### src/rtl/alu_operand_sequencer_pkg.sv
// ---------------------------------------------------------------------------
// alu_operand_sequencer_pkg
// Shared definitions for the ALU operand front end: default operand and
// opcode widths plus the sequencer state encoding. The status-LED decoder
// and the ALU itself read the same encoding, so it lives here rather than
// inside the sequencer.
// ---------------------------------------------------------------------------
package alu_operand_sequencer_pkg;

  localparam int DEFAULT_WIDTH = 8;
  localparam int DEFAULT_OP_W  = 4;

  // The encoding doubles as the number of items collected so far, which is
  // what the board LEDs are meant to show.
  typedef enum logic [1:0] {
    IDLE  = 2'b00,
    GOT_A = 2'b01,
    GOT_B = 2'b10,
    ISSUE = 2'b11
  } seq_state_e;

endpackage : alu_operand_sequencer_pkg

### src/rtl/alu_operand_sequencer_edge_detect.sv
// ---------------------------------------------------------------------------
// edge_detect
// Rising-edge detector for a level signal that is already synchronous to clk.
// The history flop has a parameterised reset value; resetting it to 1 means
// a signal held high across reset release is not reported as an edge.
//
// Ports
//   clk     in  1  clock, rising-edge active
//   rst     in  1  asynchronous, active-high reset
//   sig_in  in  1  level input to watch
//   rise    out 1  high for the cycle in which sig_in is high and was low
// ---------------------------------------------------------------------------
module edge_detect #(
  parameter logic RESET_VAL = 1'b1
) (
  input  logic clk,
  input  logic rst,
  input  logic sig_in,
  output logic rise
);

  logic sig_q;
  logic sig_d;

  // Next history value is simply the current input level.
  always_comb begin
    sig_d = sig_in;
  end

  // History register, cleared to RESET_VAL so a held level is not an edge.
  always_ff @(posedge clk or posedge rst) begin
    if (rst) begin
      sig_q <= RESET_VAL;
    end else begin
      sig_q <= sig_d;
    end
  end

  assign rise = sig_in & ~sig_q;

endmodule : edge_detect

### src/rtl/alu_operand_sequencer.sv
// ---------------------------------------------------------------------------
// alu_operand_sequencer
// Front end of the ALU datapath. Operand A, operand B and the opcode arrive
// one after another on a shared switch bus, one item per rising edge of Load.
// Once all three are held the operation is offered downstream with a
// valid/ready handshake, and the registers stay frozen until it is accepted.
//
// Ports
//   Clk        in  1      system clock, rising-edge active
//   Reset      in  1      asynchronous, active-high reset
//   Data_In    in  WIDTH  shared operand/opcode bus (Clk-synchronous)
//   Load       in  1      capture strobe; each rising edge captures one item
//   Abort      in  1      synchronous cancel of a partial or pending operation
//   Alu_Ready  in  1      downstream ALU accepts the operation
//   Op_A       out WIDTH  registered operand A
//   Op_B       out WIDTH  registered operand B
//   Op_Sel     out OP_W   registered opcode (low OP_W bits of Data_In)
//   Op_Valid   out 1      operation complete; held until accepted
//   State      out 2      current sequencer state for status LEDs
//   Busy       out 1      high whenever State is not IDLE
// ---------------------------------------------------------------------------
module alu_operand_sequencer
  import alu_operand_sequencer_pkg::*;
#(
  parameter int WIDTH = DEFAULT_WIDTH,
  parameter int OP_W  = DEFAULT_OP_W
) (
  input  logic             Clk,
  input  logic             Reset,
  input  logic [WIDTH-1:0] Data_In,
  input  logic             Load,
  input  logic             Abort,
  input  logic             Alu_Ready,
  output logic [WIDTH-1:0] Op_A,
  output logic [WIDTH-1:0] Op_B,
  output logic [OP_W-1:0]  Op_Sel,
  output logic             Op_Valid,
  output logic [1:0]       State,
  output logic             Busy
);

  seq_state_e       state_q, state_d;
  logic [WIDTH-1:0] op_a_q, op_a_d;
  logic [WIDTH-1:0] op_b_q, op_b_d;
  logic [OP_W-1:0]  op_sel_q, op_sel_d;
  logic             op_valid_q, op_valid_d;
  logic             load_rise;

  edge_detect #(
    .RESET_VAL (1'b1)
  ) u_load_edge (
    .clk    (Clk),
    .rst    (Reset),
    .sig_in (Load),
    .rise   (load_rise)
  );

  // Next-state and capture logic. Abort outranks everything except reset
  // and swallows any coincident load edge. While an operation is pending,
  // load edges are ignored, including one that lands on the accepting edge,
  // so a new operand is never captured underneath a live handshake.
  always_comb begin
    state_d    = state_q;
    op_a_d     = op_a_q;
    op_b_d     = op_b_q;
    op_sel_d   = op_sel_q;
    op_valid_d = op_valid_q;

    if (Abort) begin
      state_d    = IDLE;
      op_valid_d = 1'b0;
    end else begin
      unique case (state_q)
        IDLE: begin
          if (load_rise) begin
            op_a_d  = Data_In;
            state_d = GOT_A;
          end
        end
        GOT_A: begin
          if (load_rise) begin
            op_b_d  = Data_In;
            state_d = GOT_B;
          end
        end
        GOT_B: begin
          if (load_rise) begin
            op_sel_d   = Data_In[OP_W-1:0];
            op_valid_d = 1'b1;
            state_d    = ISSUE;
          end
        end
        ISSUE: begin
          if (Alu_Ready) begin
            op_valid_d = 1'b0;
            state_d    = IDLE;
          end
        end
        default: begin
          state_d    = IDLE;
          op_valid_d = 1'b0;
        end
      endcase
    end
  end

  // State, operand and valid registers. Operands are cleared only by reset;
  // after a handshake or abort they keep showing the last values captured.
  always_ff @(posedge Clk or posedge Reset) begin
    if (Reset) begin
      state_q    <= IDLE;
      op_a_q     <= '0;
      op_b_q     <= '0;
      op_sel_q   <= '0;
      op_valid_q <= 1'b0;
    end else begin
      state_q    <= state_d;
      op_a_q     <= op_a_d;
      op_b_q     <= op_b_d;
      op_sel_q   <= op_sel_d;
      op_valid_q <= op_valid_d;
    end
  end

  assign Op_A     = op_a_q;
  assign Op_B     = op_b_q;
  assign Op_Sel   = op_sel_q;
  assign Op_Valid = op_valid_q;
  assign State    = state_q;
  assign Busy     = (state_q != IDLE);

endmodule : alu_operand_sequencer

### config.mk
export PLATFORM = sky130hd
export DESIGN_NAME = alu_operand_sequencer
export DESIGN_NICKNAME = d
export VERILOG_FILES = /design/src/rtl/alu_operand_sequencer_pkg.sv /design/src/rtl/alu_operand_sequencer_edge_detect.sv /design/src/rtl/alu_operand_sequencer.sv
export SDC_FILE = /design/constraint.sdc
export NUM_CORES = 1
export LEC_CHECK = 0
export ABC_CLOCK_PERIOD_IN_PS = 1440
export CAP_MARGIN = 40
export CELL_PAD_IN_SITES_DETAIL_PLACEMENT = 1
export CELL_PAD_IN_SITES_GLOBAL_PLACEMENT = 2
export CORE_MARGIN = 2
export CORE_UTILIZATION = 26
export CTS_CLUSTER_SIZE = 30
export DETAILED_ROUTE_END_ITERATION = 12
export PLACE_DENSITY = 0.72
export SLEW_MARGIN = 40
export SYNTH_ARGS = -nofsm -noshare
export SYNTH_HDL_FRONTEND = slang
export SYNTH_SLANG_ARGS = --single-unit
### constraint.sdc
create_clock -name Clk -period 1.44 [get_ports Clk]
set_input_delay 0.288 -clock Clk [delete_from_list [all_inputs] [get_ports Clk]]
set_output_delay 0.288 -clock Clk [all_outputs]
set_load 0.01 [all_outputs]
==> results of run 1 <==
## routing by layer
metal / share of wire, % / GRT usage [%] / wire length [µm] / vias to the layer above
li1: - / - / - / 362
met1: 43 / 16.9 / 1160 / 399
met2: 50 / 22.4 / 1350 / 23
met3: 7.0 / 3.83 / 189 / 2
met4: 0.70 / 3.83 / 19 / 0
met5: 0 / 0 / 0 / -
## worst min path at each step
| stage | endpoint | depth (start not counted) | slack [ps] |
|---|---|---|---|
| detailed placement | Op_B[0]$_DFFE_PP0P_ | 1 | 500 |
| floorplan | u_load_edge.sig_q$_DFF_PP1_ | 0 | 290 |
| CTS | Op_A[7]$_DFFE_PP0P_ | 3 | 370 |
| global placement | Op_A[4]$_DFFE_PP0P_ | 1 | 490 |
| global route | u_load_edge.sig_q$_DFF_PP1_ | 2 | 310 |
| finish | u_load_edge.sig_q$_DFF_PP1_ | 2 | 320 |
## cells by family (layout without fill, tap and decap cells)
family / Yosys count / after routing
AO/OA/AOI/OAI: 9 / 9
adder cells (fa/ha/maj): 4 / 4
buffers and inverters: 7 / 61
flip-flops: 24 / 24
multiplexers: 20 / 20
AND/OR/NAND/NOR: 10 / 10
## cells in the final DEF, fill, tap and decap left out, drive strengths merged, types with 3 or more instances in the layout
master and instances:
a21oi 3, buf 17, clkbuf 4, clkdlybuf4s50 11, dfrtp 23, dlygate4sd2 23, ha 4, inv 5
mux2 20, o21ai 4
## worst register-to-register path, cell delays in order (launching register included)
cell and delay [ps]:
dfrtp_1 410, inv_2 120, ha_4 150, nor3b_4 220
buf_12 170, mux2_4 310
## power by group
group	internal, mW	switching [mW]
Sequential	0.851	0.0958
Clock	0.244	0.211
Combinational	0.515	0.330
Total	1.61	0.636
## state kept, by name, summed over array words and instances, names as in the netlist
signal and flops:
Op_A 8, Op_B 8, Op_Sel 4, State 2
Op_Valid 1, u_load_edge.sig_q 1
## final cells by class
| cell class | instances | area, µm² | share of cell area, % |
|---|---|---|---|
| flip-flops and latches | 24 | 603 | 33.2 |
| multi-input cells | 43 | 579 | 31.9 |
| repair buffers | 52 | 492 | 27.1 |
| well taps | 50 | 62.6 | 3.45 |
| clock buffers | 4 | 55.1 | 3.03 |
| inverters | 5 | 23.8 | 1.31 |
## per-stage QoR
stage | std cells | setup TNS (ps)
2_1_floorplan | 74 | -900
3_3_place_gp | 171 | -6390
3_5_place_dp | 171 | -7060
4_1_cts | 177 | -1130
5_1_grt | 178 | -2140
6_report | 178 | -810
## timing repair
item                                    CTS  global route
pin swaps                                 2             5
endpoints found under the hold margin     0             0
buffers inserted                          2             1
gates resized for setup                  49            21
endpoints found under the setup margin   45            23
==> results.txt, run 1 <==
* Result of the run: finished with violations
* Violations in the final reports: setup timing
- Yosys mapped a number of flops with a built-in enable equal to 0.
- Congestion Overflow GR: 0
- Initial DRT Pass Iterations: 3
* Number of synthesized register bits: 24
- Post-place instance area: around 1600 µm²
- CTS max path bufs: 2
- Yosys warns: 0
* Net Count, Synth: ~90
- TritonCTS clock tree: yes
- Height of the chip: ~68 µm
- Source of the worst register-to-register timing path: State[1]$_DFFE_PP0P_
- Class of the worst hold path: in2reg
- The critical path contains buffers and inverters numbering 2 combined.
* Estimated wirelength of the detail-placed design: between 1500 and 2000 µm
* Num rows: 23
* Overall power consumption: 2.25 mW
- 37 I/O pins were placed.
- Global routing used a little over an eighth of the available tracks across all layers.
- For this design, the slowest cell found on the critical path is dfrtp_1.
* Multiplexer share of the synthesized area: 21.3%
* Endpoint of the most critical register-to-register path: Op_B[3]$_DFFE_PP0P_
* Finished Core Util: between 40% and 50%
- Simple-gate share of the synthesized area: 8.65%
* Number of I/O port buffers: 36
- The repair_antennas step left the layout with diodes totalling 0.
- In this run the tightest slew margin relative to its limit is between 70% and 80%.
* Hold buffer count at CTS: 0
* Adder and majority cell fraction of the synthesized area: 4.74%
- Required time of the worst setup path: 1590 ps
- After clock tree synthesis, the clock-pin slew on the worst setup and hold paths is about 80 ps.
- Number of cells on the critical path: 5
* Level count of the clock H-tree: 1
- OpenSTA, run right after detailed placement, puts the worst setup slack at -336 ps.
* Library cells used by synthesis: 20
- The via count of the first global-routing pass is 884.
- By count the netlist is led by dfrtp_1 (23), mux2_2 (20), inv_1 (5), ha_1 (4), o21ai_0 (4).
- Area delta synth->final: 71.9%
* Fill cells: between 400 and 500
* Number of max-slew violations in the final report: 0
- After synthesis, the largest area contributor takes up between 50% and 60% of total cell area.
* Ranking of synthesized cells by area: dfrtp_1 (55%), mux2_2 (21%), ha_1 (4.7%), dfstp_2 (2.5%), o21ai_0 (1.9%)
* Critical path's largest stage delay: slightly above 400 ps
- The critical path is of the reg2reg type.
- After the last flow step, the layout net total stands at 146.
- Buffer type at the clock tree root: clkbuf_8
- Kind of end point of the critical path: flop
- The final number of hold-violating endpoints is 0.
* Crit path setup slack, layout: -53.0 ps
* Worst min-delay path startpoint: Load
* Share of layout cells above drive strength 1: 45.3%
- Critical Path, Cell by Cell: inv_2 -> ha_4 -> nor3b_4 -> buf_12 -> mux2_4
- For this block, the via count after detailed routing is 786.
* Post-DR vias/cell: roughly 4.4
- Largest net degree at the start of global routing: 25
- For this run, asynchronously set or reset flops after synthesis account for 100%.
- Counting every sink on the clock net gives 24.
- Worst EP arrival: 1650 ps
* Cell with the most instances after synthesis: dfrtp_1
- Number of antenna violations at the first check in global routing: 0
* Clock tree skew after final layout: slightly below 2 ps
- For this run, design rule violations remaining after detail routing come to 0.
- In this run the remaining antenna-violating nets after routing total 0.
* Setup slack on the worst flop-to-flop path: -50 ps
* LEAKAGE: 0.872 nW
- Synth Flop Type: dfrtp_1
- Post-Synthesis Mean Instance Area: between 10 and 15 µm²
- Power per cell area: between 1000 and 1500 nW/µm²
- DIE AREA: between 4000 and 5000 µm²
- Setup violations remaining at the end of the flow were counted as 20.
* Worst setup path endpoint: Op_B[3]$_DFFE_PP0P_
- Share of synthesized area occupied by flip-flops and latches: a little under three fifths
- Along the worst path, the maximum fanout reaches 8.
- IR analysis of the VDD net gives a maximum drop of slightly below 0.0008 V.
- Cell area after synthesis: between 1000 and 1500 µm²
- Hold timing on the final database bottoms out at a slack of around 320 ps.
- Library cell with the largest summed area after synthesis: dfrtp_1
- Grouping stages by cell kind, the critical path spends the most delay in flip-flops.
* Num CTS Buffers: 3
- The first global-routing pass estimated approximately 4500 µm of wire.
- Horizontal die dimension: about 68 µm
- Core Region: between 3000 and 4000 µm²
* Origin of the worst setup path: State[1]$_DFFE_PP0P_
- Once layout is done, the placed cells without fillers occupy between 1500 and 2000 µm².
- Wire per inst: between 15 and 20 µm
- Largest family of logic cells by synthesized area: multiplexers
- Timing would allow up to between 0.6 and 0.7 GHz.
* Actual transition at the worst max-transition pin: a little over 300 ps
- Of the total synthesized cell area, the portion taken by XOR and XNOR cells is 0%.
- Starting density of the core: approximately 27%
- Routability-driven placement finished with a final weighted congestion of around 0.8.
- Setup repair after global routing could not meet its margin everywhere.
* 1st-iter DRT viols: 13
* Area fraction in compound gates after synthesis: 4.98%
* Clock latency on the worst-skew pair: around 260 ps
- Startpoint class of the critical path: flop
* Cells after synthesis: 74
- The worst path uses 104% of the clock period.
- For the worst flop-to-flop path, the logic depth is 5.
- Post-layout minimum cycle time: 1490 ps
* Detailed-route wire length: 2720 µm
* Max-cap violations: 0
Note: power is estimated with default switching activity, not from simulation.
==> run 2, diff against run 1 <==
--- a/config.mk
+++ b/config.mk
@@ -5,15 +5,16 @@
 export SDC_FILE = /design/constraint.sdc
 export NUM_CORES = 1
 export LEC_CHECK = 0
+export ABC_AREA = 1
 export ABC_CLOCK_PERIOD_IN_PS = 1440
 export CAP_MARGIN = 40
 export CELL_PAD_IN_SITES_DETAIL_PLACEMENT = 1
 export CELL_PAD_IN_SITES_GLOBAL_PLACEMENT = 2
 export CORE_MARGIN = 2
-export CORE_UTILIZATION = 26
+export CORE_UTILIZATION = 23
 export CTS_CLUSTER_SIZE = 30
 export DETAILED_ROUTE_END_ITERATION = 12
-export PLACE_DENSITY = 0.72
+export PLACE_DENSITY = 0.69
 export SLEW_MARGIN = 40
 export SYNTH_ARGS = -nofsm -noshare
 export SYNTH_HDL_FRONTEND = slang
==> run 2 against run 1 <==
  * The flow now finishes without violations
  * Register-to-register slack improved by 200 ps
  * Non-clock buffer count decreased by 6
  * Hold slack got worse by 22 ps
  * Worst setup slack improved by 110 ps
  * Largest cell class unchanged
  * Highest routed layer is now met3
==> results.txt, run 2 <==
* Drt drc: 0 (unchanged)
- The warning count from the yosys run came to 0 (unchanged).
* Num rows: 25 (+8.7%)
* Result of the run: completed
* Net Count, Synth: 132 (+45%)
* Vias after detailed routing: 909 (+16%)
* Final Hold Fails: 0 (unchanged)
- The top-area cell type share of the netlist area is 52.0% (-2.5 points).
- Core Region: 4690 µm² (+19%)
* Actual transition at the worst max-transition pin: 365 ps (+60.5 ps)
- Largest net degree at the start of global routing: 18 (-28%)
* Hold buffer count at CTS: 0 (unchanged)
- Synth Flop Type: dfrtp_1
* Post-route non-filler standard cell count: 217 (+22%)
- The remaining global-route overflow came to 0 (unchanged).
- CTS max path bufs: 2 (unchanged)
* Kind of end point of the critical path: primary output
* LEAKAGE: 0.881 nW (+1.1%)
- Num CTS Buffers: 3 (unchanged)
- The initial cell density of the core is 23.6% (-3.2 points).
- The combined area of the multi-input logic cells is 428 µm² (-26%).
* Startpoint class of the critical path: flop
- The number of inserted diodes was 0 (unchanged).
* Clock latency on the worst-skew pair: 260 ps (about the same)
* Post-Synthesis Mean Instance Area: 9.62 µm² (-33%)
* Horizontal die dimension: 73.3 µm (+8.3%)
- Cell with the most instances after synthesis: nand2_1
- The met2 demand-to-capacity share in global routing came to 18.9% (-3.5 points).
- Total area of sequential cells: 602 µm² (-0.21%)
- Relative to the synthesized area, the layout overhead comes to 49.5%.
- Antenna-violating nets left: 0 (unchanged)
- Via count of the first global-routing pass: 973 (+10%)
- The commonest cells after synthesis are nand2_1 (33), dfrtp_1 (23), inv_1 (19), o21ai_2 (14).
- FMAX: 0.724 GHz (+8.2%)
- Required time of the worst setup path: 1150 ps (-440 ps)
* Max-cap violations: 0 (unchanged)
- Placed cell count: 213 (+25%)
- IR drop worst, VDD: 0.000963 V (+25%)
- Cells after synthesis: 115 (+55%)
* Library cells used by synthesis: 16 (-20%)
- CP top delay family: buffers and inverters
- Post-route clock period utilization: 95.9% (-7.8 points)
- Max transition margin: 75.7% (-4.0 points)
* Gr busiest metal: met2
- The final routed wirelength across all metal layers came to 2710 µm (-0.18%).
- Library cell with the largest summed area after synthesis: dfrtp_1
- Number of max-slew violations in the final report: 0 (unchanged)
- The post-synthesis instance area was 1110 µm² (+4.7%).
- The critical path buffer and inverter count is 2 (unchanged).
- Commonest cells after routing, fill and taps aside: nand2_1 (33), dfrtp_1 (23), dlygate4sd2_1 (23)
- The ratio of routed vias to standard cells came to 4.19 (-5.1%).
- The number of buffers added on ports came to 36 (unchanged).
- Leaving out fill and tap cells, the most frequent cell in the layout is nand2_1.
- The sum of net half-perimeters after detailed placement is 2170 µm (+18%).
- The sequential share of the synthesized area came to 54.4% (-2.6 points).
- Worst EP arrival: 1090 ps (-560 ps)
- Clock tree skew after final layout: 1.18 ps (-0.779 ps)
- Fill cells: 559 (+39%)
- Number of synthesized register bits: 24 (unchanged)
- Number of sinks on the clock net: 24 (unchanged)
* GRT Overall Usage: 11.2% (-2.2 points)
- RD Place Congestion: 0.744 (-7.9%)
- Number of enable flip-flop cells after synthesis: 0 (unchanged)
* Initial DRT Pass Iterations: 5 (+2)
- On the critical path, the stage with the largest delay is an instance of dfrtp_1.
- The global routing usage on met3 came to 4.94% (+1.1 points).
* Critical Path, Cell by Cell: buf_4 -> dlygate4sd2_1
- Crit Path Class: reg2out
- Critical path's largest stage delay: 400 ps (about the same)
- Count of endpoints failing setup in the final report: 0 (-100%)
- The post-layout net count is 181 (+24%).
- The routed wirelength normalized by instance count came to 12.5 µm (-18%).
- The number of H-tree branching levels was 1 (unchanged).
- The met1 track demand over resource was 14.1% (-2.8 points).
* Clock-pin slew on the worst setup and hold paths: 90 ps (about the same)
* Post-synth ARST share: 100% (unchanged)
* Power per cell area: 1690 nW/µm² (+37%)
* Number of antenna violations at the first check in global routing: 0 (unchanged)
- DIE AREA: 5380 µm² (+17%)
- TritonCTS clock tree: yes
- The first-pass GRT wire length came to 4690 µm (+4.3%).
- The die extent in y came to 73.3 µm (+8.3%).
- Unrepaired setup endpoints after global routing: false
* 1st-iter DRT viols: 40 (+27)
- Sorting the synthesized cells by area gives the leading types as dfrtp_1 (52%), nand2_1 (11%), o21ai_2 (11%), inv_1 (6.4%), ha_1 (4.5%).
* Post-layout minimum cycle time: 1380 ps (-113 ps)
* Class of the worst hold path: in2async
- In this run the clock root is driven by a clkbuf_8.
- The core occupancy in the finished layout was 35.3% (-11 points).
* Number of top-level pins: 37 (unchanged)
- The maximum net fanout on the critical path came to 4 (-4).
* Share of layout cells above drive strength 1: 23.9% (-21 points)
## run 2: changes by cell type after synthesis, sizes merged, moves of 2 or more
cell	delta
nand2	+34
mux2	-20
o21ai	+16
inv	+14
nand3	+3
nor2	+3
a21oi	-2
nand2b	-2
nand4	+2
nor3b	-2
## run 2: per-stage QoR
stage               hold WS [ps]  cell area [µm²]  setup slack (ps)  setup TNS, ps  power (mW)
floorplan                    292             1110               136              0        1.64
global placement             468             1600              -122          -1460        2.40
detailed placement           473             1600              -137          -1650        2.43
CTS                          309             1650              46.8              0        2.86
global route                 343             1650              16.4              0        3.02
finish                       296             1650              59.6              0        2.80
## run 2: final timing paths
check / startpoint / to / slack, ps / depth (start not counted)
worst min-delay path: Reset / Op_A[5]$_DFFE_PP0P_ / 300 / 2
worst max register to register: State[1]$_DFFE_PP0P_ / State[1]$_DFFE_PP0P_ / 150 / 9
worst min register to register: Op_B[5]$_DFFE_PP0P_ / Op_B[5]$_DFFE_PP0P_ / 490 / 2
max in group asynchronous: Reset / Op_Sel[2]$_DFFE_PP0P_ / 740 / 3
worst max-delay path: State[1]$_DFFE_PP0P_ / State[1] / 60 / 2
min in group Clk: Load / u_load_edge.sig_q$_DFF_PP1_ / 470 / 1
## run 2: power by group
| part | switching [mW] | internal, mW | total [mW] |
|---|---|---|---|
| Combinational | 0.570 | 0.561 | 1.13 |
| Clock | 0.225 | 0.372 | 0.597 |
| Sequential | 0.134 | 0.938 | 1.07 |
## run 2: cell type report
cell class	count	area share, %
timing repair buffer	46	25.0
clock buffer	3	2.50
sequential	24	36.4
inverter	19	4.31
tap	54	4.08
multi-input combinational	70	25.9
clock inverter	1	1.82
## run 2: logic make-up (layout without fill, tap and decap cells)
kind of cell | Yosys count | after routing | share of synthesized area, %
AND/OR/NAND/NOR | 45 | 45 | 18.3
flip-flops | 24 | 24 | 54.4
AO/OA/AOI/OAI | 21 | 21 | 14.3
buffers and inverters | 21 | 69 | 8.48
adder cells (fa/ha/maj) | 4 | 4 | 4.53
## run 2: per-layer routing
layer | share of wire, % | up-vias
li1 | - | 450
met1 | 42 | 433
met2 | 49 | 26
met3 | 8.3 | 0
met4 | 0 | 0
met5 | 0 | -
## run 2: what timing repair did
item,CTS,global route
resized for setup,31,2
pin swaps,1,0
setup endpoints to repair,24,4
buffers inserted,0,0
